[config.mk]
export PLATFORM = sky130hd
export DESIGN_NAME = spi_responder
export DESIGN_NICKNAME = d
export VERILOG_FILES = /design/src/rtl/spi_responder_pkg.sv /design/src/rtl/spi_responder_sync_edge.sv /design/src/rtl/spi_responder.sv
export SDC_FILE = /design/constraint.sdc
export NUM_CORES = 1
export LEC_CHECK = 0
export CELL_PAD_IN_SITES_DETAIL_PLACEMENT = 1
export CELL_PAD_IN_SITES_GLOBAL_PLACEMENT = 1
export CORE_UTILIZATION = 25
export DETAILED_ROUTE_END_ITERATION = 10
export PLACE_DENSITY = 0.49
export SLEW_MARGIN = 20
export SYNTH_ARGS = -nofsm -noshare
export SYNTH_HDL_FRONTEND = slang
export SYNTH_SLANG_ARGS = --single-unit
[constraint.sdc]
create_clock -name clk_in -period 6.1 [get_ports clk_in]
set_input_delay 1.22 -clock clk_in [delete_from_list [all_inputs] [get_ports clk_in]]
set_output_delay 1.22 -clock clk_in [all_outputs]
set_load 0.02 [all_outputs]
[src/rtl/spi_responder_pkg.sv]
// Shared types and constants for the SPI mode-3 responder.
package spi_responder_pkg;

  localparam int unsigned SPI_SIZE = 40;
  localparam int unsigned SPI_MODE = 3;
  localparam int unsigned SETTLE_CYCLES = 2;

  typedef enum logic [1:0] {
    ST_WAIT  = 2'd0,
    ST_IDLE  = 2'd1,
    ST_SHIFT = 2'd2
  } state_e;

endpackage

[src/rtl/spi_responder_sync_edge.sv]
// Two-flop synchronizer with a third flop for rise/fall detection.
module sync_edge #(
  parameter logic RST_VAL = 1'b1
) (
  input  logic clk_i,
  input  logic rst_ni,
  input  logic d_i,
  output logic q_o,
  output logic rise_c_o,
  output logic fall_c_o
);

  logic s1_q, s2_q, s3_q;

  always_ff @(posedge clk_i) begin
    if (!rst_ni) begin
      s1_q <= RST_VAL;
      s2_q <= RST_VAL;
      s3_q <= RST_VAL;
    end else begin
      s1_q <= d_i;
      s2_q <= s1_q;
      s3_q <= s2_q;
    end
  end

  assign q_o      = s2_q;
  assign rise_c_o = s2_q & ~s3_q;
  assign fall_c_o = ~s2_q & s3_q;

endmodule

[src/rtl/spi_responder.sv]
// SPI mode-3 responder: oversampled pins, fixed-length frames, preloaded reply word.
module spi_responder
  import spi_responder_pkg::*;
#(
  parameter int unsigned SIZE = SPI_SIZE
) (
  input  logic            clk_in,
  input  logic            rst_n_in,
  input  logic            sck_in,
  input  logic            cs_n_in,
  input  logic            mosi_in,
  output logic            miso_out,
  input  logic [SIZE-1:0] tx_data_in,
  input  logic            tx_load_in,
  output logic [SIZE-1:0] rx_data_out,
  output logic            rx_valid_out,
  output logic            frame_err_out,
  output logic            busy_out
);

  localparam int unsigned CNT_W = $clog2(SIZE + 2);

  logic sck_s, sck_rise, sck_fall;
  logic cs_n_s, cs_rise, cs_fall;
  logic mosi_s1_q, mosi_s2_q;

  state_e           state_q, state_d;
  logic [CNT_W-1:0] cnt_q, cnt_d;
  logic [SIZE-1:0]  hold_q, hold_d;
  logic [SIZE-1:0]  rx_shift_q, rx_shift_d;
  logic [SIZE-1:0]  tx_shift_q, tx_shift_d;
  logic [SIZE-1:0]  rx_data_q, rx_data_d;
  logic             miso_q, miso_d;
  logic             rx_valid_q, rx_valid_d;
  logic             frame_err_q, frame_err_d;
  logic             busy_q, busy_d;
  logic             done_q, done_d;

  sync_edge #(.RST_VAL(1'b1)) u_sck_sync (
    .clk_i    (clk_in),
    .rst_ni   (rst_n_in),
    .d_i      (sck_in),
    .q_o      (sck_s),
    .rise_c_o (sck_rise),
    .fall_c_o (sck_fall)
  );

  sync_edge #(.RST_VAL(1'b1)) u_cs_sync (
    .clk_i    (clk_in),
    .rst_ni   (rst_n_in),
    .d_i      (cs_n_in),
    .q_o      (cs_n_s),
    .rise_c_o (cs_rise),
    .fall_c_o (cs_fall)
  );

  // MOSI needs only the level, so it skips the edge-detect flop.
  always_ff @(posedge clk_in) begin
    if (!rst_n_in) begin
      mosi_s1_q <= 1'b0;
      mosi_s2_q <= 1'b0;
    end else begin
      mosi_s1_q <= mosi_in;
      mosi_s2_q <= mosi_s1_q;
    end
  end

  always_comb begin
    state_d     = state_q;
    cnt_d       = cnt_q;
    hold_d      = tx_load_in ? tx_data_in : hold_q;
    rx_shift_d  = rx_shift_q;
    tx_shift_d  = tx_shift_q;
    miso_d      = miso_q;
    rx_data_d   = done_q ? rx_shift_q : rx_data_q;
    rx_valid_d  = done_q;
    frame_err_d = 1'b0;
    done_d      = 1'b0;

    case (state_q)
      // Let the sync chain flush so a frame already in flight is never picked up.
      ST_WAIT: begin
        if (cnt_q < CNT_W'(SETTLE_CYCLES)) begin
          cnt_d = cnt_q + CNT_W'(1);
        end else if (cs_n_s && sck_s) begin
          state_d = ST_IDLE;
          cnt_d   = '0;
        end
      end
      ST_IDLE: begin
        if (cs_fall) begin
          state_d    = ST_SHIFT;
          cnt_d      = '0;
          tx_shift_d = hold_q;
          miso_d     = hold_q[SIZE-1];
        end
      end
      ST_SHIFT: begin
        if (cs_rise) begin
          state_d     = ST_IDLE;
          frame_err_d = (cnt_q != CNT_W'(SIZE));
        end else if (sck_rise) begin
          rx_shift_d = {rx_shift_q[SIZE-2:0], mosi_s2_q};
          if (cnt_q != CNT_W'(SIZE + 1)) cnt_d = cnt_q + CNT_W'(1);
          done_d = (cnt_q == CNT_W'(SIZE - 1));
        end else if (sck_fall && (cnt_q != '0)) begin
          // Leading fall of bit 0 keeps the MSB already presented at CS fall.
          tx_shift_d = {tx_shift_q[SIZE-2:0], 1'b0};
          miso_d     = tx_shift_q[SIZE-2];
        end
      end
      default: state_d = ST_WAIT;
    endcase

    busy_d = (state_d == ST_SHIFT);
  end

  always_ff @(posedge clk_in) begin
    if (!rst_n_in) begin
      state_q     <= ST_WAIT;
      cnt_q       <= '0;
      hold_q      <= '0;
      rx_shift_q  <= '0;
      tx_shift_q  <= '0;
      rx_data_q   <= '0;
      miso_q      <= 1'b0;
      rx_valid_q  <= 1'b0;
      frame_err_q <= 1'b0;
      busy_q      <= 1'b0;
      done_q      <= 1'b0;
    end else begin
      state_q     <= state_d;
      cnt_q       <= cnt_d;
      hold_q      <= hold_d;
      rx_shift_q  <= rx_shift_d;
      tx_shift_q  <= tx_shift_d;
      rx_data_q   <= rx_data_d;
      miso_q      <= miso_d;
      rx_valid_q  <= rx_valid_d;
      frame_err_q <= frame_err_d;
      busy_q      <= busy_d;
      done_q      <= done_d;
    end
  end

  assign miso_out      = miso_q;
  assign rx_data_out   = rx_data_q;
  assign rx_valid_out  = rx_valid_q;
  assign frame_err_out = frame_err_q;
  assign busy_out      = busy_q;

endmodule
==> results of run 1 <==
==> critical path: stages, from the launching register on <==
cell and delay (ns):
sky130_fd_sc_hd__dfxtp_1 0.38, sky130_fd_sc_hd__inv_1 0.12, sky130_fd_sc_hd__ha_2 0.17, sky130_fd_sc_hd__buf_4 0.62
sky130_fd_sc_hd__nand3b_1 0.22, sky130_fd_sc_hd__o32ai_4 0.54, sky130_fd_sc_hd__buf_6 0.27, sky130_fd_sc_hd__buf_4 0.42
sky130_fd_sc_hd__nand2_1 0.11, sky130_fd_sc_hd__o211a_1 0.15
==> power groups by stage <==
| stage | sequential [mW] | combinational [mW] | clock [mW] |
|---|---|---|---|
| floorplan | 1.27 | 0.222 | 0 |
| global placement | 1.28 | 0.294 | 0 |
| detailed placement | 1.28 | 0.308 | 0 |
| CTS | 1.25 | 0.310 | 1.14 |
| global route | 1.26 | 0.340 | 1.18 |
| finish | 1.25 | 0.304 | 1.09 |
==> flip-flops by register name, indices dropped and copies added (netlist names), 2 cells and up <==
| name | count |
|---|---|
| cnt_q | 6 |
| tx_shift_q | 39 |
| rx_shift_q | 40 |
| state_q | 2 |
| hold_q | 40 |
| rx_data_out | 40 |
==> metal layers <==
layer | vias to the layer above | GRT usage | share of wire
met2 | 68 | 0.202 | 0.49
met4 | 0 | 0.0310 | 0.0092
met3 | 9 | 0.0255 | 0.025
li1 | 2580 | - | -
met5 | - | 0 | 0
met1 | 2499 | 0.137 | 0.47
==> area by class of cell <==
cell class	instances	area (sq um)	area share
inverters	9	33.8	0.00371
clock buffers	18	429	0.0471
flip-flops and latches	180	3600	0.395
clock inverters	14	153	0.0167
well taps	384	480	0.0527
repair buffers	97	947	0.104
multi-input cells	482	3470	0.380
==> how the worst max path moves through the flow <==
stage | to | slack, ns | cells after the start
final | tx_shift_q[20]$_SDFFE_PN0P_ | 2.99 | 9
after global routing | tx_shift_q[27]$_SDFFE_PN0P_ | 2.73 | 9
after CTS | tx_shift_q[20]$_SDFFE_PN0P_ | 2.61 | 8
after detailed placement | tx_shift_q[20]$_SDFFE_PN0P_ | 2.59 | 8
after global placement | tx_shift_q[20]$_SDFFE_PN0P_ | 2.79 | 8
after floorplan | tx_shift_q[28]$_SDFFE_PN0P_ | 3.84 | 4
==> synthesized netlist by cell type (all sizes together) (2+ instances only) <==
cell type	instances	area, sq um
o21ai	4	20.0
a21oi	6	30.0
a21boi	40	300
clkbuf	38	143
nand3b	3	22.5
nor2	5	18.8
buf	15	76.3
nand3	4	20.0
mux2i	121	1210
o211ai	2	20.0
dfxtp	180	3600
a41oi	2	17.5
a31oi	2	12.5
o211a	39	390
nand2	130	488
o22ai	4	25.0
or3b	2	17.5
nand2b	11	76.3
nor2b	81	507
and2	6	37.5
ha	8	100
inv	9	33.8
==> through the flow <==
step	instances	setup slack (ns)	utilization	area, sq um
5_1_grt	1184	2.73	0.318	9120
2_1_floorplan	724	3.84	-	7310
6_report	1184	2.99	0.318	9120
3_5_place_dp	1151	2.59	0.297	8520
3_3_place_gp	1151	2.79	0.297	8520
4_1_cts	1183	2.61	0.317	9100
==> kinds of logic after synthesis <==
| group | count (synthesis) |
|---|---|
| buffers and inverters | 62 |
| and+or+nand+nor | 249 |
| adders and majority gates | 9 |
| muxes | 121 |
| DFF | 180 |
| AOI/OAI and AO/OA | 103 |
==> report_table.html, run 1 <==
<table>
<tr><th>Metric</th><th>Value</th></tr>
<tr><th colspan="2">Pwr</th></tr>
<tr><td>Combinational Power Share</td><td>0.115</td></tr>
<tr><td>Net load switching power</td><td>726 uW</td></tr>
<tr><td>Sequential cell fraction of total power</td><td>0.473</td></tr>
<tr><td>Peak supply drop</td><td>0.148 mV</td></tr>
<tr><td>Leakage Power</td><td>3.51 nW</td></tr>
<tr><td>Switch share</td><td>0.274</td></tr>
<tr><td>Cell internal pwr</td><td>1.92 mW</td></tr>
<tr><td>Power consumption</td><td>2.65 mW</td></tr>
<tr><td>Clock network fraction of total power</td><td>0.412</td></tr>
<tr><td>Power per cell area</td><td>290 nW/um^2</td></tr>
<tr><th colspan="2">Synthesis</th></tr>
<tr><td>Synth Flop Type</td><td>sky130_fd_sc_hd__dfxtp_1</td></tr>
<tr><td>Sequential area share after synthesis</td><td>0.493</td></tr>
<tr><td>Number of synthesized flops with an enable pin</td><td>0</td></tr>
<tr><td>Combinational family with the most area after synthesis</td><td>simple AND/OR/NAND/NOR gates</td></tr>
<tr><td>Flip-flop and latch count after synthesis</td><td>180</td></tr>
<tr><td>Area fraction in and, or, nand and nor cells after synthesis</td><td>0.170</td></tr>
<tr><td>Yosys warns</td><td>0</td></tr>
<tr><td>Share of the synthesized area in compound gates (AO/OA/AOI/OAI)</td><td>0.122</td></tr>
<tr><td>Net count of the mapped netlist</td><td>778</td></tr>
<tr><td>Count of unique library cells instantiated by Yosys</td><td>40</td></tr>
<tr><td>Post-synthesis instance area</td><td>7310 sq um</td></tr>
<tr><td>Async S/R FF share, synth</td><td>0</td></tr>
<tr><td>Synthesized area divided by synthesized cell count</td><td>10.1 sq um</td></tr>
<tr><td>Post-Synth Adder-Cell Area</td><td>0.0151</td></tr>
<tr><td>Gate count after technology mapping</td><td>724</td></tr>
<tr><td>Mux share of post-synthesis cell area</td><td>0.166</td></tr>
<tr><td>Share of the synthesized netlist area taken by xor and xnor gates</td><td>0</td></tr>
<tr><th colspan="2">STA</th></tr>
<tr><td>Slew margin rel.</td><td>0.343</td></tr>
<tr><td>Final Cycle Share</td><td>0.510</td></tr>
<tr><td>Setup repair after global routing missed its margin</td><td>false</td></tr>
<tr><td>Worst Max-Slew Pin Slew</td><td>0.986 ns</td></tr>
<tr><td>Max Fclk</td><td>322 MHz</td></tr>
<tr><td>Sum of negative setup slack</td><td>0 ns</td></tr>
<tr><td>Time the worst path needs with I/O delays and setup</td><td>3.11 ns</td></tr>
<tr><td>Final Max Slew Viols</td><td>0</td></tr>
<tr><td>Worst clock skew</td><td>0.0110 ns</td></tr>
<tr><td>Number of setup violations in the final report</td><td>0</td></tr>
<tr><td>Final hold vios</td><td>0</td></tr>
<tr><td>Hold Slack</td><td>0.425 ns</td></tr>
<tr><th colspan="2">Routing</th></tr>
<tr><td>DRC violation count after routing</td><td>0</td></tr>
<tr><td>Number of nets with antenna violations after routing</td><td>0</td></tr>
<tr><td>Detailed-routing iteration count for the pre-antenna-repair pass</td><td>4</td></tr>
<tr><td>First-iteration detailed-routing DRC count</td><td>165</td></tr>
<tr><td>Total detailed-routing wirelength</td><td>16.4 mm</td></tr>
<tr><td>Avg WL per Cell</td><td>13.9 microns</td></tr>
<tr><td>Post-DR vias/cell</td><td>4.35</td></tr>
<tr><td>Total number of vias</td><td>5156</td></tr>
<tr><th colspan="2">GRT</th></tr>
<tr><td>Wire length of the first global-routing pass</td><td>27.8 mm</td></tr>
<tr><td>Number of global-route vias before repair</td><td>5437</td></tr>
<tr><td>GRT overflow</td><td>0</td></tr>
<tr><td>Initial antenna violation count</td><td>0</td></tr>
<tr><td>Largest net degree at the start of global routing</td><td>101</td></tr>
<tr><td>Total routing usage reported by global routing</td><td>0.114</td></tr>
<tr><th colspan="2">Critical path</th></tr>
<tr><td>Crit start category</td><td>flip-flop</td></tr>
<tr><td>Required @ worst endpoint</td><td>6.42 ns</td></tr>
<tr><td>R2R depth</td><td>9</td></tr>
<tr><td>Worst setup path class</td><td>reg2reg</td></tr>
<tr><td>Flop2flop setup slack</td><td>2.99 ns</td></tr>
<tr><td>Nature of the critical path endpoint</td><td>flip-flop</td></tr>
<tr><td>Destination of the worst register-to-register timing path</td><td>tx_shift_q[20]$_SDFFE_PN0P_</td></tr>
<tr><td>Startpoint of the worst-slack reg-to-reg timing path</td><td>state_q[0]$_SDFF_PN0_</td></tr>
<tr><td>Setup crit start</td><td>state_q[0]$_SDFF_PN0_</td></tr>
<tr><td>Largest fanout on the critical path</td><td>48</td></tr>
<tr><td>CP arrival</td><td>3.43 ns</td></tr>
<tr><th colspan="2">Worst hold path</th></tr>
<tr><td>Worst Hold Path EP</td><td>u_cs_sync.q_o$_SDFF_PN1_</td></tr>
<tr><td>Startpoint of the tightest hold check path</td><td>u_cs_sync.s1_q$_SDFF_PN1_</td></tr>
<tr><td>Hold-critical path depth</td><td>1</td></tr>
<tr><td>Class of the tightest hold or removal check</td><td>reg2reg</td></tr>
<tr><th colspan="2">Clock network</th></tr>
<tr><td>CTS buffer count</td><td>17</td></tr>
<tr><td>Worst-case clock buffer depth</td><td>2</td></tr>
<tr><td># clock sinks</td><td>180</td></tr>
<tr><td>Clock insertion delay at the later pin of the skew report</td><td>0.43 ns</td></tr>
<tr><td>Hold-fix buffers, CTS</td><td>0</td></tr>
<tr><td>Total of cells resized after clock tree synthesis</td><td>0</td></tr>
<tr><td>TritonCTS clock tree</td><td>built</td></tr>
<tr><td>H-tree levels</td><td>4</td></tr>
<tr><td>Clock transition at path regs</td><td>0.08 ns</td></tr>
<tr><td>CTS Root Cell</td><td>sky130_fd_sc_hd__clkbuf_16</td></tr>
<tr><td>Number of setup buffers added after CTS</td><td>0</td></tr>
<tr><th colspan="2">Placed design</th></tr>
<tr><td>Post-DP HPWL</td><td>10.4 mm</td></tr>
<tr><td>Input/output buffers</td><td>89</td></tr>
<tr><td>GP Congestion</td><td>0.694</td></tr>
<tr><th colspan="2">Floorplanning</th></tr>
<tr><td>Die boundary height</td><td>173 microns</td></tr>
<tr><td>Initial cell density of the core</td><td>0.255</td></tr>
<tr><td>IO Pins</td><td>90</td></tr>
<tr><td>Die Footprint</td><td>29900 sq um</td></tr>
<tr><td>Die width</td><td>173 microns</td></tr>
<tr><td>Core box area</td><td>28700 sq um</td></tr>
<tr><td># rows</td><td>62</td></tr>
<tr><th colspan="2">Final layout</th></tr>
<tr><td>Post-layout net count</td><td>841</td></tr>
<tr><td>Commonest non-fill, non-tap cells in the layout</td><td>sky130_fd_sc_hd__dfxtp_1, sky130_fd_sc_hd__nand2_1, sky130_fd_sc_hd__mux2i_1, sky130_fd_sc_hd__clkdlybuf4s50_1, sky130_fd_sc_hd__nor2b_1</td></tr>
<tr><td>Layout filler cell count</td><td>3237</td></tr>
<tr><td>Layout area overhead</td><td>24.8%</td></tr>
<tr><td>Commonest non-fill, non-tap cell in the layout</td><td>sky130_fd_sc_hd__dfxtp_1</td></tr>
<tr><td>Fraction of final layout cells sized beyond drive strength 1</td><td>0.0663</td></tr>
<tr><td># diodes</td><td>0</td></tr>
<tr><th colspan="2">Outcome</th></tr>
<tr><td>Outcome</td><td>complete, no violations</td></tr>
<tr><th colspan="2">Run</th></tr>
<tr><td>Max-cap violations</td><td>0</td></tr>
</table>
Power figures use the tool's default switching activity.
==> run 2, diff against run 1 <==
- clock period: 6.1 -> 2.9 ns (I/O delays scaled with it)
==> run 2 against run 1 <==
Effect of this change:
- clock skew up 0.0030 ns
- flip-flop and latch count stayed put
- routed wire length is 0.92% higher
- setup slack got worse by 2.6 ns
- critical path depth down 2
- largest cell class unchanged
- total power is 110% higher
- die area stayed put
- hold slack got worse by 0.014 ns
- sequential power rose by 110%
==> report_table.html, run 2 (synthesis gave the netlist of run 1 again) <==
<table>
<tr><th>Metric</th><th>Value</th></tr>
<tr><th colspan="2">Critical path</th></tr>
<tr><td>R2R depth</td><td>7</td></tr>
<tr><td>Worst setup path class</td><td>reg2reg</td></tr>
<tr><td>Largest fanout on the critical path</td><td>79</td></tr>
<tr><td>Nature of the critical path endpoint</td><td>flip-flop</td></tr>
<tr><td>Crit start category</td><td>flip-flop</td></tr>
<tr><td>CP arrival</td><td>2.80 ns</td></tr>
<tr><td>Required @ worst endpoint</td><td>3.23 ns</td></tr>
<tr><th colspan="2">Routing</th></tr>
<tr><td>DRC violation count after routing</td><td>0</td></tr>
<tr><td>Total number of vias</td><td>5155</td></tr>
<tr><td>Avg WL per Cell</td><td>14.0 microns</td></tr>
<tr><td>Detailed-routing iteration count for the pre-antenna-repair pass</td><td>4</td></tr>
<tr><td>Post-DR vias/cell</td><td>4.34</td></tr>
<tr><td>Total detailed-routing wirelength</td><td>16.6 mm</td></tr>
<tr><td>First-iteration detailed-routing DRC count</td><td>155</td></tr>
<tr><td>Number of nets with antenna violations after routing</td><td>0</td></tr>
<tr><th colspan="2">Final layout</th></tr>
<tr><td>Commonest non-fill, non-tap cell in the layout</td><td>sky130_fd_sc_hd__dfxtp_1</td></tr>
<tr><td># diodes</td><td>0</td></tr>
<tr><td>Post-layout utilization of the core</td><td>0.320</td></tr>
<tr><td>Layout area overhead</td><td>25.7%</td></tr>
<tr><td>Commonest non-fill, non-tap cells in the layout</td><td>sky130_fd_sc_hd__dfxtp_1, sky130_fd_sc_hd__nand2_1, sky130_fd_sc_hd__mux2i_1, sky130_fd_sc_hd__clkdlybuf4s50_1, sky130_fd_sc_hd__nor2b_1</td></tr>
<tr><td>Post-layout net count</td><td>844</td></tr>
<tr><td>Fraction of final layout cells sized beyond drive strength 1</td><td>0.0710</td></tr>
<tr><th colspan="2">STA</th></tr>
<tr><td>Time the worst path needs with I/O delays and setup</td><td>2.47 ns</td></tr>
<tr><td>Final Max Slew Viols</td><td>0</td></tr>
<tr><td>Number of setup violations in the final report</td><td>0</td></tr>
<tr><td>Final hold vios</td><td>0</td></tr>
<tr><td>PnR worst setup slack</td><td>0.427 ns</td></tr>
<tr><td>Sum of negative setup slack</td><td>0 ns</td></tr>
<tr><td>Slew margin rel.</td><td>0.490</td></tr>
<tr><td>Max Fclk</td><td>404 MHz</td></tr>
<tr><td>Worst Max-Slew Pin Slew</td><td>0.764 ns</td></tr>
<tr><td>Worst clock skew</td><td>0.0139 ns</td></tr>
<tr><td>Setup repair after global routing missed its margin</td><td>false</td></tr>
<tr><td>Final Cycle Share</td><td>0.853</td></tr>
<tr><td>Hold Slack</td><td>0.411 ns</td></tr>
<tr><th colspan="2">GRT</th></tr>
<tr><td>Global Route met3 Usage</td><td>0.0264</td></tr>
<tr><td>Global-route layer with the greatest usage</td><td>met2</td></tr>
<tr><td>Initial antenna violation count</td><td>0</td></tr>
<tr><td>Wire length of the first global-routing pass</td><td>28.0 mm</td></tr>
<tr><td>Total routing usage reported by global routing</td><td>0.116</td></tr>
<tr><td>Largest net degree at the start of global routing</td><td>83</td></tr>
<tr><td>Number of global-route vias before repair</td><td>5479</td></tr>
<tr><td>GRT overflow</td><td>0</td></tr>
<tr><td>Met2 demand-to-capacity share in global routing</td><td>0.191</td></tr>
<tr><td>Met1 Track Usage GR</td><td>0.146</td></tr>
<tr><th colspan="2">Clock network</th></tr>
<tr><td>TritonCTS clock tree</td><td>built</td></tr>
<tr><td>Hold-fix buffers, CTS</td><td>0</td></tr>
<tr><td>Clock transition at path regs</td><td>0.08 ns</td></tr>
<tr><td>H-tree levels</td><td>4</td></tr>
<tr><td>Number of setup buffers added after CTS</td><td>0</td></tr>
<tr><td>CTS Root Cell</td><td>sky130_fd_sc_hd__clkbuf_16</td></tr>
<tr><td>Total of cells resized after clock tree synthesis</td><td>0</td></tr>
<tr><td>CTS buffer count</td><td>17</td></tr>
<tr><td>Worst-case clock buffer depth</td><td>2</td></tr>
<tr><td>Clock insertion delay at the later pin of the skew report</td><td>0.43 ns</td></tr>
<tr><td># clock sinks</td><td>180</td></tr>
<tr><th colspan="2">Pwr</th></tr>
<tr><td>Leakage Power</td><td>3.54 nW</td></tr>
<tr><td>Power per cell area</td><td>609 nW/um^2</td></tr>
<tr><td>Peak supply drop</td><td>0.316 mV</td></tr>
<tr><th colspan="2">Run</th></tr>
<tr><td>Max-cap violations</td><td>0</td></tr>
<tr><th colspan="2">Placed design</th></tr>
<tr><td>Post-DP HPWL</td><td>11.0 mm</td></tr>
<tr><td>Placement Setup Slack</td><td>0.434 ns</td></tr>
<tr><td>GP Congestion</td><td>0.693</td></tr>
<tr><td>Input/output buffers</td><td>89</td></tr>
<tr><th colspan="2">Worst hold path</th></tr>
<tr><td>Class of the tightest hold or removal check</td><td>reg2reg</td></tr>
<tr><td>Hold-critical path depth</td><td>1</td></tr>
<tr><th colspan="2">Floorplanning</th></tr>
<tr><td># rows</td><td>62</td></tr>
<tr><td>Initial cell density of the core</td><td>0.255</td></tr>
<tr><td>Die width</td><td>173 microns</td></tr>
<tr><td>IO Pins</td><td>90</td></tr>
<tr><td>Die boundary height</td><td>173 microns</td></tr>
<tr><td>Die Footprint</td><td>29900 sq um</td></tr>
<tr><td>Core box area</td><td>28700 sq um</td></tr>
<tr><th colspan="2">Outcome</th></tr>
<tr><td>Outcome</td><td>complete, no violations</td></tr>
</table>
[run 2: through the flow]
| step | cells | power (mW) | cell area [sq um] |
|---|---|---|---|
| finish | 1187 | 5.59 | 9190 |
| global route | 1187 | 5.87 | 9190 |
| CTS | 1187 | 5.71 | 9190 |
| detailed placement | 1155 | 3.34 | 8580 |
| global placement | 1155 | 3.31 | 8580 |
| floorplan | 724 | 3.14 | 7310 |
[run 2: final timing paths]
| check | startpoint | endpoint | slack, ns |
|---|---|---|---|
| max | state_q[1]$_SDFF_PN0_ | tx_shift_q[23]$_SDFFE_PN0P_ | 0.43 |
| min | u_cs_sync.s1_q$_SDFF_PN1_ | u_cs_sync.q_o$_SDFF_PN1_ | 0.41 |
| max reg2reg | state_q[1]$_SDFF_PN0_ | tx_shift_q[23]$_SDFFE_PN0P_ | 0.43 |
| min reg2reg | u_cs_sync.s1_q$_SDFF_PN1_ | u_cs_sync.q_o$_SDFF_PN1_ | 0.41 |
[run 2: worst max-delay path: stages, from the launching register on]
cell and delay (ns):
sky130_fd_sc_hd__dfxtp_1 0.40, sky130_fd_sc_hd__inv_1 0.11, sky130_fd_sc_hd__ha_1 0.26, sky130_fd_sc_hd__maj3_1 0.40, sky130_fd_sc_hd__o32ai_4 0.22, sky130_fd_sc_hd__buf_4 0.65, sky130_fd_sc_hd__nand2_1 0.14, sky130_fd_sc_hd__o211a_1 0.17
[run 2: final cells by class]
class	instances	area [sq um]
fillers	3224	19500
flip-flops and latches	180	3600
multi-input cells	482	3470
repair buffers	100	991
well taps	384	480
clock buffers	17	425
clock inverters	15	183
inverters	9	33.8
[run 2: power breakdown]
part	switching, mW	internal (mW)
registers	0.0723	2.56
logic	0.327	0.317
clock network	1.15	1.17
[run 2: routing by layer]
layer / vias to the layer above / share of wire
met5: - / 0
met4: 0 / 0.018
met3: 17 / 0.027
met2: 82 / 0.47
met1: 2469 / 0.48
li1: 2587 / -
